`config.mk`:
```
export PLATFORM = sky130hd
export DESIGN_NAME = median_frame_ctrl_flat
export DESIGN_NICKNAME = d
export VERILOG_FILES = /design/src/rtl/median_filter_pkg.sv /design/src/rtl/pixel_valid_if.sv /design/src/rtl/median_frame_ctrl.sv /design/src/flat_wrapper.sv
export SDC_FILE = /design/constraint.sdc
export NUM_CORES = 1
export LEC_CHECK = 0
export ABC_AREA = 1
export CORE_MARGIN = 2
export CORE_UTILIZATION = 55
export CTS_BUF_LIST = sky130_fd_sc_hd__clkbuf_2
export CTS_CLUSTER_DIAMETER = 50
export DETAILED_ROUTE_END_ITERATION = 10
export DONT_BUFFER_PORTS = 1
export HOLD_SLACK_MARGIN = 0.1
export PLACE_DENSITY_LB_ADDON = 0.08
export SYNTH_ARGS = -nofsm -noshare
export SYNTH_HDL_FRONTEND = slang
export SYNTH_SLANG_ARGS = --single-unit
```
`constraint.sdc`:
```
create_clock -name clk -period 2.2 [get_ports clk]
set_input_delay 0.44 -clock clk [delete_from_list [all_inputs] [get_ports clk]]
set_output_delay 0.44 -clock clk [all_outputs]
set_load 0.05 [all_outputs]
```
`src/rtl/median_filter_pkg.sv`:
```
// median_filter_pkg: shared pixel type, frame-control states and expected output count
package median_filter_pkg;
  typedef logic [7:0] pixel_t;
  typedef enum logic [2:0] {IDLE, CLEAR, STREAM, CHECK, DONE} state_t;
  // A filter with a 2x2 footprint emits one result per window, not per pixel
  function automatic int unsigned expected_out(input int unsigned len, input int unsigned height);
    return (len - 1) * (height - 1);
  endfunction
endpackage

```
`src/rtl/pixel_valid_if.sv`:
```
// pixel_valid_if: pixel plus valid strobe between stream stages
interface pixel_valid_if;
  import median_filter_pkg::*;
  pixel_t pixel;
  logic valid;
  modport master (output pixel, output valid);
  modport slave (input pixel, input valid);
endinterface

```
`src/rtl/median_frame_ctrl.sv`:
```
// median_frame_ctrl: gates one frame of pixels into the median filter and checks its output count
module median_frame_ctrl
  import median_filter_pkg::*;
#(
  parameter int IMAGE_LEN    = 1080,
  parameter int IMAGE_HEIGHT = 720
) (
  input  logic             clk,
  input  logic             rst,
  input  logic             start_i,
  pixel_valid_if.slave     src_if,
  pixel_valid_if.master    flt_if,
  input  logic             flt_valid_i,
  output logic             flt_rst_o,
  output logic             busy_o,
  output logic             done_o,
  output logic             err_o
);
  localparam int unsigned N  = IMAGE_LEN * IMAGE_HEIGHT;
  localparam int          CW = $clog2(N + 1);
  localparam logic [CW-1:0] N_C  = CW'(N);
  localparam logic [CW-1:0] LAST = CW'(N - 1);
  localparam logic [CW-1:0] EXP  = CW'(expected_out(IMAGE_LEN, IMAGE_HEIGHT));
  state_t        r_state, w_next;
  logic [CW-1:0] r_in_cnt, r_out_cnt;
  logic          r_err;
  logic          w_acc;
  assign w_acc         = src_if.valid && r_state == STREAM;
  assign flt_if.pixel  = src_if.pixel;
  assign flt_if.valid  = w_acc;
  assign err_o         = r_err;
  // State register
  always_ff @(posedge clk) begin
    if (rst) r_state <= IDLE;
    else     r_state <= w_next;
  end
  // Next-state and per-state outputs; the last accepted pixel moves straight to CHECK
  always_comb begin
    w_next    = r_state;
    busy_o    = 1'b0;
    done_o    = 1'b0;
    flt_rst_o = rst;
    case (r_state)
      IDLE:   w_next = start_i ? CLEAR : IDLE;
      CLEAR:  begin
        w_next    = STREAM;
        busy_o    = 1'b1;
        flt_rst_o = 1'b1;
      end
      STREAM: begin
        busy_o = 1'b1;
        w_next = (w_acc && r_in_cnt == LAST) ? CHECK : STREAM;
      end
      CHECK:  begin
        busy_o = 1'b1;
        w_next = DONE;
      end
      DONE:   begin
        done_o = 1'b1;
        w_next = IDLE;
      end
      default: w_next = IDLE;
    endcase
  end
  // Saturating input/output counters, live only while streaming
  always_ff @(posedge clk) begin
    if (rst || r_state == CLEAR) begin
      r_in_cnt  <= '0;
      r_out_cnt <= '0;
    end else if (r_state == STREAM) begin
      if (w_acc && r_in_cnt != N_C) r_in_cnt <= r_in_cnt + CW'(1);
      if (flt_valid_i && r_out_cnt != '1) r_out_cnt <= r_out_cnt + CW'(1);
    end
  end
  // Sticky count-mismatch flag, cleared only by reset or a new frame
  always_ff @(posedge clk) begin
    if (rst || r_state == CLEAR) r_err <= 1'b0;
    else if (r_state == CHECK && r_out_cnt != EXP) r_err <= 1'b1;
  end
endmodule

```
`src/flat_wrapper.sv`:
```
// flat-port wrapper written by rule: the top's interface ports become plain ports
module median_frame_ctrl_flat import median_filter_pkg::*;
#(
  parameter int IMAGE_LEN    = 1080,
  parameter int IMAGE_HEIGHT = 720
)
  (clk, rst, start_i, flt_valid_i, flt_rst_o, busy_o, done_o, err_o, src_if_pixel, src_if_valid, flt_if_pixel, flt_if_valid);
  pixel_valid_if src_if_i ();
  pixel_valid_if flt_if_i ();
  input  logic clk;
  input  logic rst;
  input  logic start_i;
  input  logic flt_valid_i;
  output logic flt_rst_o;
  output logic busy_o;
  output logic done_o;
  output logic err_o;
  input wire logic [$bits(src_if_i.pixel)-1:0] src_if_pixel;
  input wire logic [$bits(src_if_i.valid)-1:0] src_if_valid;
  output wire logic [$bits(flt_if_i.pixel)-1:0] flt_if_pixel;
  output wire logic [$bits(flt_if_i.valid)-1:0] flt_if_valid;
  assign src_if_i.pixel = src_if_pixel;
  assign src_if_i.valid = src_if_valid;
  assign flt_if_pixel = flt_if_i.pixel;
  assign flt_if_valid = flt_if_i.valid;
  median_frame_ctrl #(.IMAGE_LEN(IMAGE_LEN), .IMAGE_HEIGHT(IMAGE_HEIGHT)) u_core (.clk(clk), .rst(rst), .start_i(start_i), .src_if(src_if_i), .flt_if(flt_if_i), .flt_valid_i(flt_valid_i), .flt_rst_o(flt_rst_o), .busy_o(busy_o), .done_o(done_o), .err_o(err_o));
endmodule
```
==> results.yml, run 1 <==
die:
  start_util_pct: 58.2
  ios: 26
  dieArea_um2: 5680
  rows: 25
  die_y_um: 75.4
  core_um2: 4820
  die_x_um: 75.4
cells_and_area:
  fin_area_um2: 2820
  drive_gt1_share_pct: 8.33
  fillers: 510
  nets: 461
  final_core_util_pct: 58.5
  areaGrowthSynthToFinish_pct: 0.670
  final_common_cell: "nand2_1"
  final_cell_mix: "118 x nand2_1, 81 x nor2_1, 58 x inv_1, 44 x dfxtp_1, 39 x nand3_1"
  diodes: 0
worst_setup_path:
  rr_worst_depth: 8
  r2r_slack_ns: 0.44
  crit_arrival_ns: 1.39
  endpoint_kind: "primary output"
  worstPathCellList: "inv_1 > nand3_1 > nand2_1 > buf_4"
  cp_max_fo: 13
  r2r_end: "u_core.r_in_cnt[0]$_SDFFE_PP0P_"
  worst-path-buf-inv: 2
  critPathKind: "reg2out"
  required_ns: 1.76
  r2r_start: "u_core.r_state[2]$_SDFF_PP0_"
  cp-start-kind: "register"
  cpPeakStageDelay_ns: 0.40
  critical-path-top-delay-family: "flip-flops"
  cp-startpoint: "u_core.r_state[1]$_SDFF_PP0_"
  crit_slowest_cell: "dfxtp_1"
place:
  io_buffers: 0
  gp_congestion: 0.873
  dp_hpwl_um: 4230
  placed_area_um2: 2780
drt:
  dr.pass1.iters: 4
  routed_via_density: 4.98
  first_iter_violations: 202
  wire_per_inst_um: 11.1
  ant_nets: 0
  via_count: 2546
  drc: 0
  drt_wl_total_um: 5670
synth:
  ys_top_cells_by_area: "dfxtp_1 31%, nand2_1 16%, nor2_1 11%"
  synth_area_um2: 2800
  synth_area_leader_cell: "dfxtp_1"
  netlist.area_leader.share_pct: 31.4
  avgSynthCellArea_um2: 6.23
  ys_seq_elements: 44
  seq_area_frac_synth_pct: 31.4
  syn_inst: 450
  syn-num-nets: 467
  yosys_warnings: 0
  synth.distinct_cells: 30
timing:
  rsz0062_at_grt: "no"
  setup_violations: 0
  hold_viol: 0
  fin_tns_setup_ns: 0
  period_needed_ns: 1.83
  fmax_ghz: 0.546
  worst_pin_slew_ns: 0.516
  finalMaxSlewViolations: 0
  final.setup_skew_ns: 0.00862
  relSlewSlack_pct: 65.6
  finalCritPeriodShare_pct: 83.2
clocking:
  cts_resized: 0
  insertion_delay_ns: 0.39
  cts_buffer_depth: 2
  cts_setup_buffers: 0
  cts_tree: "done"
  cts_root_buffer: "clkbuf_2"
  cts.sinks: 44
  clkTransAtPathRegs_ns: 0.21
  cts_buffers: 5
  htree_levels: 2
power:
  vdd_drop_max_uv: 356
  p_per_area_nw_per_um2: 447
  leakagePower_uw: 0.00115
global_route:
  antenna_found_initial: 0
  grt_max_degree: 30
  grt_pass1_vias: 2223
  grt.overflow.total: 0
  grt_first_pass_wirelength_um: 9970
  grtUsageTotal_pct: 22.5
status:
  outcome: "finished, final reports clean"
min_path:
  holdCritStartpoint: "start_i"
  hold_path_class: "in2reg"
  hold_depth: 2
  whs_endpoint: "u_core.r_state[0]$_SDFF_PP0_"
run:
  drv_cap: 0
[per-stage QoR]
| step | instances | setup slack [ns] | hold WS [ns] | total power [µW] |
|---|---|---|---|---|
| after floorplan | 450 | 0.281 | 0.466 | 973 |
| after global placement | 503 | 0.527 | 0.482 | 943 |
| after detailed placement | 503 | 0.451 | 0.484 | 945 |
| after CTS | 511 | 0.316 | 0.136 | 1280 |
| after global routing | 511 | 0.246 | 0.137 | 1320 |
| final | 511 | 0.369 | 0.174 | 1260 |
[worst register-to-register path, stage by stage (launching register included)]
cell     delay (ns)
dfxtp_1        0.38
inv_2          0.10
nand3_4        0.12
inv_4          0.09
nand2_2        0.08
inv_2          0.23
nand2_1        0.35
o21ai_0        0.28
nor2_1         0.05
[power breakdown]
| part | switching, µW | internal [µW] |
|---|---|---|
| sequential | 9.90 | 807 |
| combinational | 82.2 | 31.5 |
| clock | 254 | 76.0 |
[layout make-up]
| type | count | area (µm²) | area share, % |
|---|---|---|---|
| multi-input cells | 324 | 1540 | 54.7 |
| flip-flops and latches | 44 | 881 | 31.2 |
| inverters | 65 | 246 | 8.74 |
| well taps | 67 | 83.8 | 2.97 |
| repair buffers | 4 | 32.5 | 1.15 |
| clock buffers | 6 | 30.0 | 1.06 |
| clock inverters | 1 | 5.00 | 0.177 |
[sequential cells by signal (all words and copies together) (netlist names)]
signal            cells
u_core.r_state        3
u_core.r_out_cnt     20
u_core.r_in_cnt      20
u_core.err_o          1
[cells in the mapped netlist, drive strengths merged]
library cell	instances
nand3	44
a21oi	27
o21ai	11
nand2	123
dfxtp	44
ha	4
nor4	1
xor2	8
nor2	89
xnor2	2
or2	1
inv	65
nand3b	1
nor3	6
clkbuf	2
buf	15
nand4	7
[metal layers]
| layer | track usage [%] | vias to the layer above | part of all wire, % |
|---|---|---|---|
| li1 | - | 1375 | - |
| met1 | 33.1 | 1098 | 50 |
| met2 | 33.1 | 68 | 43 |
| met3 | 4.89 | 5 | 6.2 |
| met4 | 6.63 | 0 | 0.85 |
| met5 | 0 | - | 0 |
[timing repair]
item,4_1_cts,5_1_grt
endpoints found under the setup margin,0,0
endpoints found under the hold margin,2,0
hold buffers,1,0
[worst max-delay path by stage]
stage	cells after the start	slack (ns)	to
after floorplan	2	0.28	done_o
after global placement	8	0.53	u_core.r_in_cnt[1]$_SDFFE_PP0P_
after detailed placement	8	0.45	u_core.r_in_cnt[0]$_SDFFE_PP0P_
after CTS	5	0.32	flt_if_valid
after global routing	4	0.25	flt_rst_o
final	4	0.37	flt_rst_o
[logic make-up after synthesis]
| family | Yosys count | synth area share, % |
|---|---|---|
| xor gates and xnor gates | 10 | 3.13 |
| and+or+nand+nor | 272 | 42.9 |
| DFF | 44 | 31.4 |
| buffers and inverters | 82 | 13.5 |
| adders and majority gates | 4 | 1.79 |
| AOI/OAI and AO/OA | 38 | 7.19 |
(Power assumes the default switching activity.)
==> inputs of run 2 (changes only) <==
clock period = 1.55 ns   (was 2.2 ns; I/O delays follow)
==> results.yml, run 2 (synthesis gave the netlist of run 1 again) <==
status:
  outcome: "complete, but fails checks"
  failed_checks: "setup timing"
global_route:
  grt_max_degree: 20
  antenna_found_initial: 0
  grtUsageTotal_pct: 25.1
  grt.overflow.total: 0
  grt_pass1_vias: 2357
  grt_first_pass_wirelength_um: 10800
place:
  pre_cts_slack_ns: -0.00709
  gp_congestion: 0.840
  dp_hpwl_um: 4460
  io_buffers: 0
  placed_area_um2: 2920
die:
  rows: 25
  die_y_um: 75.4
  ios: 26
  dieArea_um2: 5680
  core_um2: 4820
  start_util_pct: 58.2
  die_x_um: 75.4
clocking:
  htree_levels: 2
  cts_buffers: 5
  cts.sinks: 44
  cts_buffer_depth: 2
  cts_root_buffer: "clkbuf_2"
  clkTransAtPathRegs_ns: 0.22
  insertion_delay_ns: 0.42
  cts_tree: "done"
drt:
  drt_wl_total_um: 7310
  ant_nets: 0
  via_count: 2904
  drc: 0
  dr.pass1.iters: 5
  first_iter_violations: 287
  wire_per_inst_um: 13.3
  routed_via_density: 5.28
timing:
  final.setup_skew_ns: 0.00538
  rsz0062_at_grt: "yes"
  fin_tns_setup_ns: -0.316
  timing.hold.ws_ns: 0.238
  postLayoutSetupSlackWorst_ns: -0.0852
  fmax_ghz: 0.612
  finalMaxSlewViolations: 0
  setup_violations: 11
  worst_pin_slew_ns: 0.540
  relSlewSlack_pct: 64.0
  period_needed_ns: 1.64
  finalCritPeriodShare_pct: 105
  hold_viol: 0
cells_and_area:
  fin_area_um2: 3520
  diodes: 0
  final_common_cell: "nand2_1"
  drive_gt1_share_pct: 28.6
  final_cell_mix: "111 x nand2_1, 68 x nor2_1, 55 x inv_1, 28 x nand3_1, 25 x dfxtp_1"
  areaGrowthSynthToFinish_pct: 25.8
  top_regs: "u_core.r_in_cnt (20), u_core.r_out_cnt (20), u_core.r_state (3)"
  seq_area_um2: 915
  fillers: 388
  nets: 500
  multi_input_area_um2: 1820
worst_setup_path:
  crit_top_cell: "inv_4"
  worstPathCellList: "inv_4 > nand3_4 > inv_4 > nand2_4 > inv_4 > buf_8"
  cpPeakStageDelay_ns: 0.39
  required_ns: 1.24
  critPathKind: "reg2out"
  crit_arrival_ns: 1.33
  cp-start-kind: "register"
  crit_slowest_cell: "dfxtp_2"
  endpoint_kind: "primary output"
  cp_max_fo: 4
power:
  seqPwrFrac_pct: 59.4
  total_power_uw: 1950
  leakagePower_uw: 0.00147
  clock_power_share_pct: 25.1
  intPower_uw: 1380
  pwr-share-comb_pct: 15.5
  sw_frac_of_total_pct: 29.2
  switchingPower_uw: 572
  vdd_drop_max_uv: 451
  p_per_area_nw_per_um2: 555
min_path:
  hold_path_class: "in2reg"
run:
  drv_cap: 0
[run 2: worst paths after layout]
check	to	from	slack [ns]	cells after the start
worst min-delay path	u_core.r_in_cnt[18]$_SDFFE_PP0P_	src_if_valid	0.24	6
worst min register to register	u_core.r_in_cnt[10]$_SDFFE_PP0P_	u_core.r_in_cnt[10]$_SDFFE_PP0P_	0.51	2
worst max register to register	u_core.r_out_cnt[2]$_SDFFE_PP0P_	u_core.r_out_cnt[1]$_SDFFE_PP0P_	-0.03	10
worst max-delay path	flt_if_valid	u_core.r_state[2]$_SDFF_PP0_	-0.09	6
[run 2: power groups by stage]
stage	combinational, µW	sequential, µW	clock (µW)
after floorplan	202	1180	0
final	302	1160	492
after global routing	323	1160	549
after detailed placement	187	1180	0
after CTS	256	1160	507
after global placement	185	1180	0
[run 2: repair_timing]
| item | in CTS | in global routing |
|---|---|---|
| resized for setup | 21 | 80 |
| buffers inserted | 9 | 9 |
| endpoints found under the hold margin | 10 | 5 |
| pin swaps | 5 | 21 |
| gates cloned | 1 | 3 |
| endpoints found under the setup margin | 20 | 45 |
| hold buffers | 4 | 1 |
[run 2: worst max-delay path, delay by kind of cell, from the launching register on]
kind	cells	cell delay, ns
buffers and inverters	4	0.36
flip-flops	1	0.39
AND/OR/NAND/NOR	2	0.14
[run 2: layer usage]
layer / vias up / share of wire [%] / track usage (%)
met1: 1338 / 45 / 36.8
li1: 1456 / - / -
met5: - / 0 / 0
met2: 96 / 46 / 35.6
met4: 0 / 2.2 / 10.3
met3: 14 / 7.2 / 5.42
[run 2: cell type report]
class                      count  share of cell area, %
sequential                    44                   25.9
timing repair buffer          40                   11.9
tap                           67                   2.38
multi-input combinational    327                   51.6
clock buffer                   6                  0.852
inverter                      65                   7.21
clock inverter                 1                  0.142
[run 2: per-stage QoR]
step | std cells | utilization, %
floorplan | 450 | -
global placement | 517 | 60.7
detailed placement | 517 | 60.7
CTS | 538 | 65.6
global route | 550 | 73.2
finish | 550 | 73.2
==> inputs of run 3 (changes only) <==
CELL_PAD_IN_SITES_DETAIL_PLACEMENT = 1   (was not set)
CELL_PAD_IN_SITES_GLOBAL_PLACEMENT = 1   (was not set)
CORE_UTILIZATION = 42   (was 55)
SKIP_LAST_GASP = 1   (was not set)
==> results.yml, run 3 (synthesis gave the netlist of run 1 again) <==
worst_setup_path:
  r2r_slack_ns: -0.04
  cp_max_fo: 4
  endpoint_kind: "primary output"
  crit_slowest_cell: "dfxtp_2"
  worstPathCellList: "inv_4 > nand3_4 > inv_4 > nand2_4 > inv_4 > buf_8"
  critPathKind: "reg2out"
  cpPeakStageDelay_ns: 0.40
  crit_top_cell: "inv_4"
  crit_arrival_ns: 1.34
  cp-start-kind: "register"
  required_ns: 1.24
die:
  die_x_um: 85.7
  core_um2: 6390
  dieArea_um2: 7340
  start_util_pct: 43.9
  rows: 29
  die_y_um: 85.7
  ios: 26
timing:
  hold_viol: 0
  relSlewSlack_pct: 65.2
  finalCritPeriodShare_pct: 106
  worst_pin_slew_ns: 0.521
  finalMaxSlewViolations: 0
  period_needed_ns: 1.65
  postLayoutSetupSlackWorst_ns: -0.0988
  final.setup_skew_ns: 0.0197
  fmax_ghz: 0.607
  setup_violations: 12
  rsz0062_at_grt: "yes"
power:
  total_power_uw: 1990
  leakagePower_uw: 0.00154
  vdd_drop_max_uv: 331
  p_per_area_nw_per_um2: 546
global_route:
  grt_first_pass_wirelength_um: 13800
  grt_use_met1_pct: 31.8
  grt_use_met2_pct: 39.8
  grtUsageTotal_pct: 23.4
  grt.overflow.total: 0
  met3_usage_pct: 3.27
  busiest_layer: "met2"
  antenna_found_initial: 0
  grt_pass1_vias: 2941
  grt_max_degree: 16
clocking:
  htree_levels: 2
  cts.sinks: 44
  cts_buffers: 5
  cts_buffer_depth: 2
  cts_tree: "done"
  cts_root_buffer: "clkbuf_2"
  insertion_delay_ns: 0.43
  clkTransAtPathRegs_ns: 0.25
place:
  io_buffers: 0
  gp_congestion: 0.859
  placed_area_um2: 2980
  dp_hpwl_um: 5610
  pre_cts_slack_ns: -0.0588
run:
  drv_cap: 0
drt:
  via_count: 3024
  wire_per_inst_um: 16.7
  ant_nets: 0
  first_iter_violations: 117
  drc: 0
  routed_via_density: 5.29
  dr.pass1.iters: 4
  drt_wl_total_um: 9530
cells_and_area:
  drive_gt1_share_pct: 31.5
  top_regs: "u_core.r_in_cnt (20), u_core.r_out_cnt (20), u_core.r_state (3)"
  nets: 512
  areaGrowthSynthToFinish_pct: 30.2
  diodes: 0
  fin_area_um2: 3650
  final_common_cell: "nand2_1"
  final_cell_mix: "106 x nand2_1, 68 x nor2_1, 53 x inv_1, 36 x buf_4, 28 x nand3_1"
status:
  outcome: "complete, but fails checks"
  failed_checks: "setup timing"
min_path:
  hold_path_class: "in2reg"
## run 3: cell types whose count changed in the layout (fill, tap and decap cells not counted), sizes merged
cell | before | now
a21oi | 28 | 27
buf | 34 | 45
clkinv | 1 | 2
clkbuf | 6 | 7
## run 3: worst max-delay path: cells and delay by family (launching register included)
family	cells	cell delay, ns
AND/OR/NAND/NOR	2	0.15
buffers and inverters	4	0.36
flip-flops	1	0.40
## run 3: stage by stage
step	cells	util, %	setup TNS [ns]	hold WS, ns
after detailed placement	535	46.7	-0.257	0.386
after global routing	572	57.1	-2.80	0.0991
after CTS	561	51.8	-0.269	0.103
final	572	57.1	-0.459	0.0945
after global placement	535	46.7	-0.0113	0.388
after floorplan	450	-	0	0.379
## run 3: path summary, 6_finish.rpt
kind                                                    endpoint  cells after the start                             start
worst min-delay path            u_core.r_out_cnt[7]$_SDFFE_PP0P_                      3                       flt_valid_i
worst max register to register  u_core.r_in_cnt[18]$_SDFFE_PP0P_                      9   u_core.r_in_cnt[1]$_SDFFE_PP0P_
worst max-delay path                                flt_if_valid                      6      u_core.r_state[2]$_SDFF_PP0_
worst min register to register  u_core.r_in_cnt[10]$_SDFFE_PP0P_                      2  u_core.r_in_cnt[10]$_SDFFE_PP0P_
## run 3: layout make-up
| type | count | area [µm²] |
|---|---|---|
| Clock buffer | 5 | 25.0 |
| Clock inverter | 2 | 7.51 |
| Fill cell | 834 | 2740 |
| Inverter | 65 | 254 |
| Multi-Input combinational cell | 326 | 1800 |
| Sequential cell | 44 | 917 |
| Tap cell | 77 | 96.3 |
| Timing Repair Buffer | 53 | 543 |
## run 3: timing repair
| item | CTS | global route |
|---|---|---|
| gates resized for setup | 31 | 74 |
| hold buffers | 4 | 1 |
| pin swaps | 10 | 24 |
| endpoints found under the hold margin | 10 | 2 |
| buffers inserted | 12 | 9 |
| gates cloned | 3 | 2 |
| setup endpoints to repair | 32 | 44 |
## run 3: per-layer routing
metal  wire length [µm]  share of wire, %
met2               4690                49
met4                164               1.7
met1               4330                45
met3                350               3.7
met5                  0                 0
## run 3: power breakdown
group	switching [µW]	internal [µW]	total (µW)
clock network	407	92.9	500
registers	19.8	1140	1160
logic	182	145	328
total	609	1380	1990
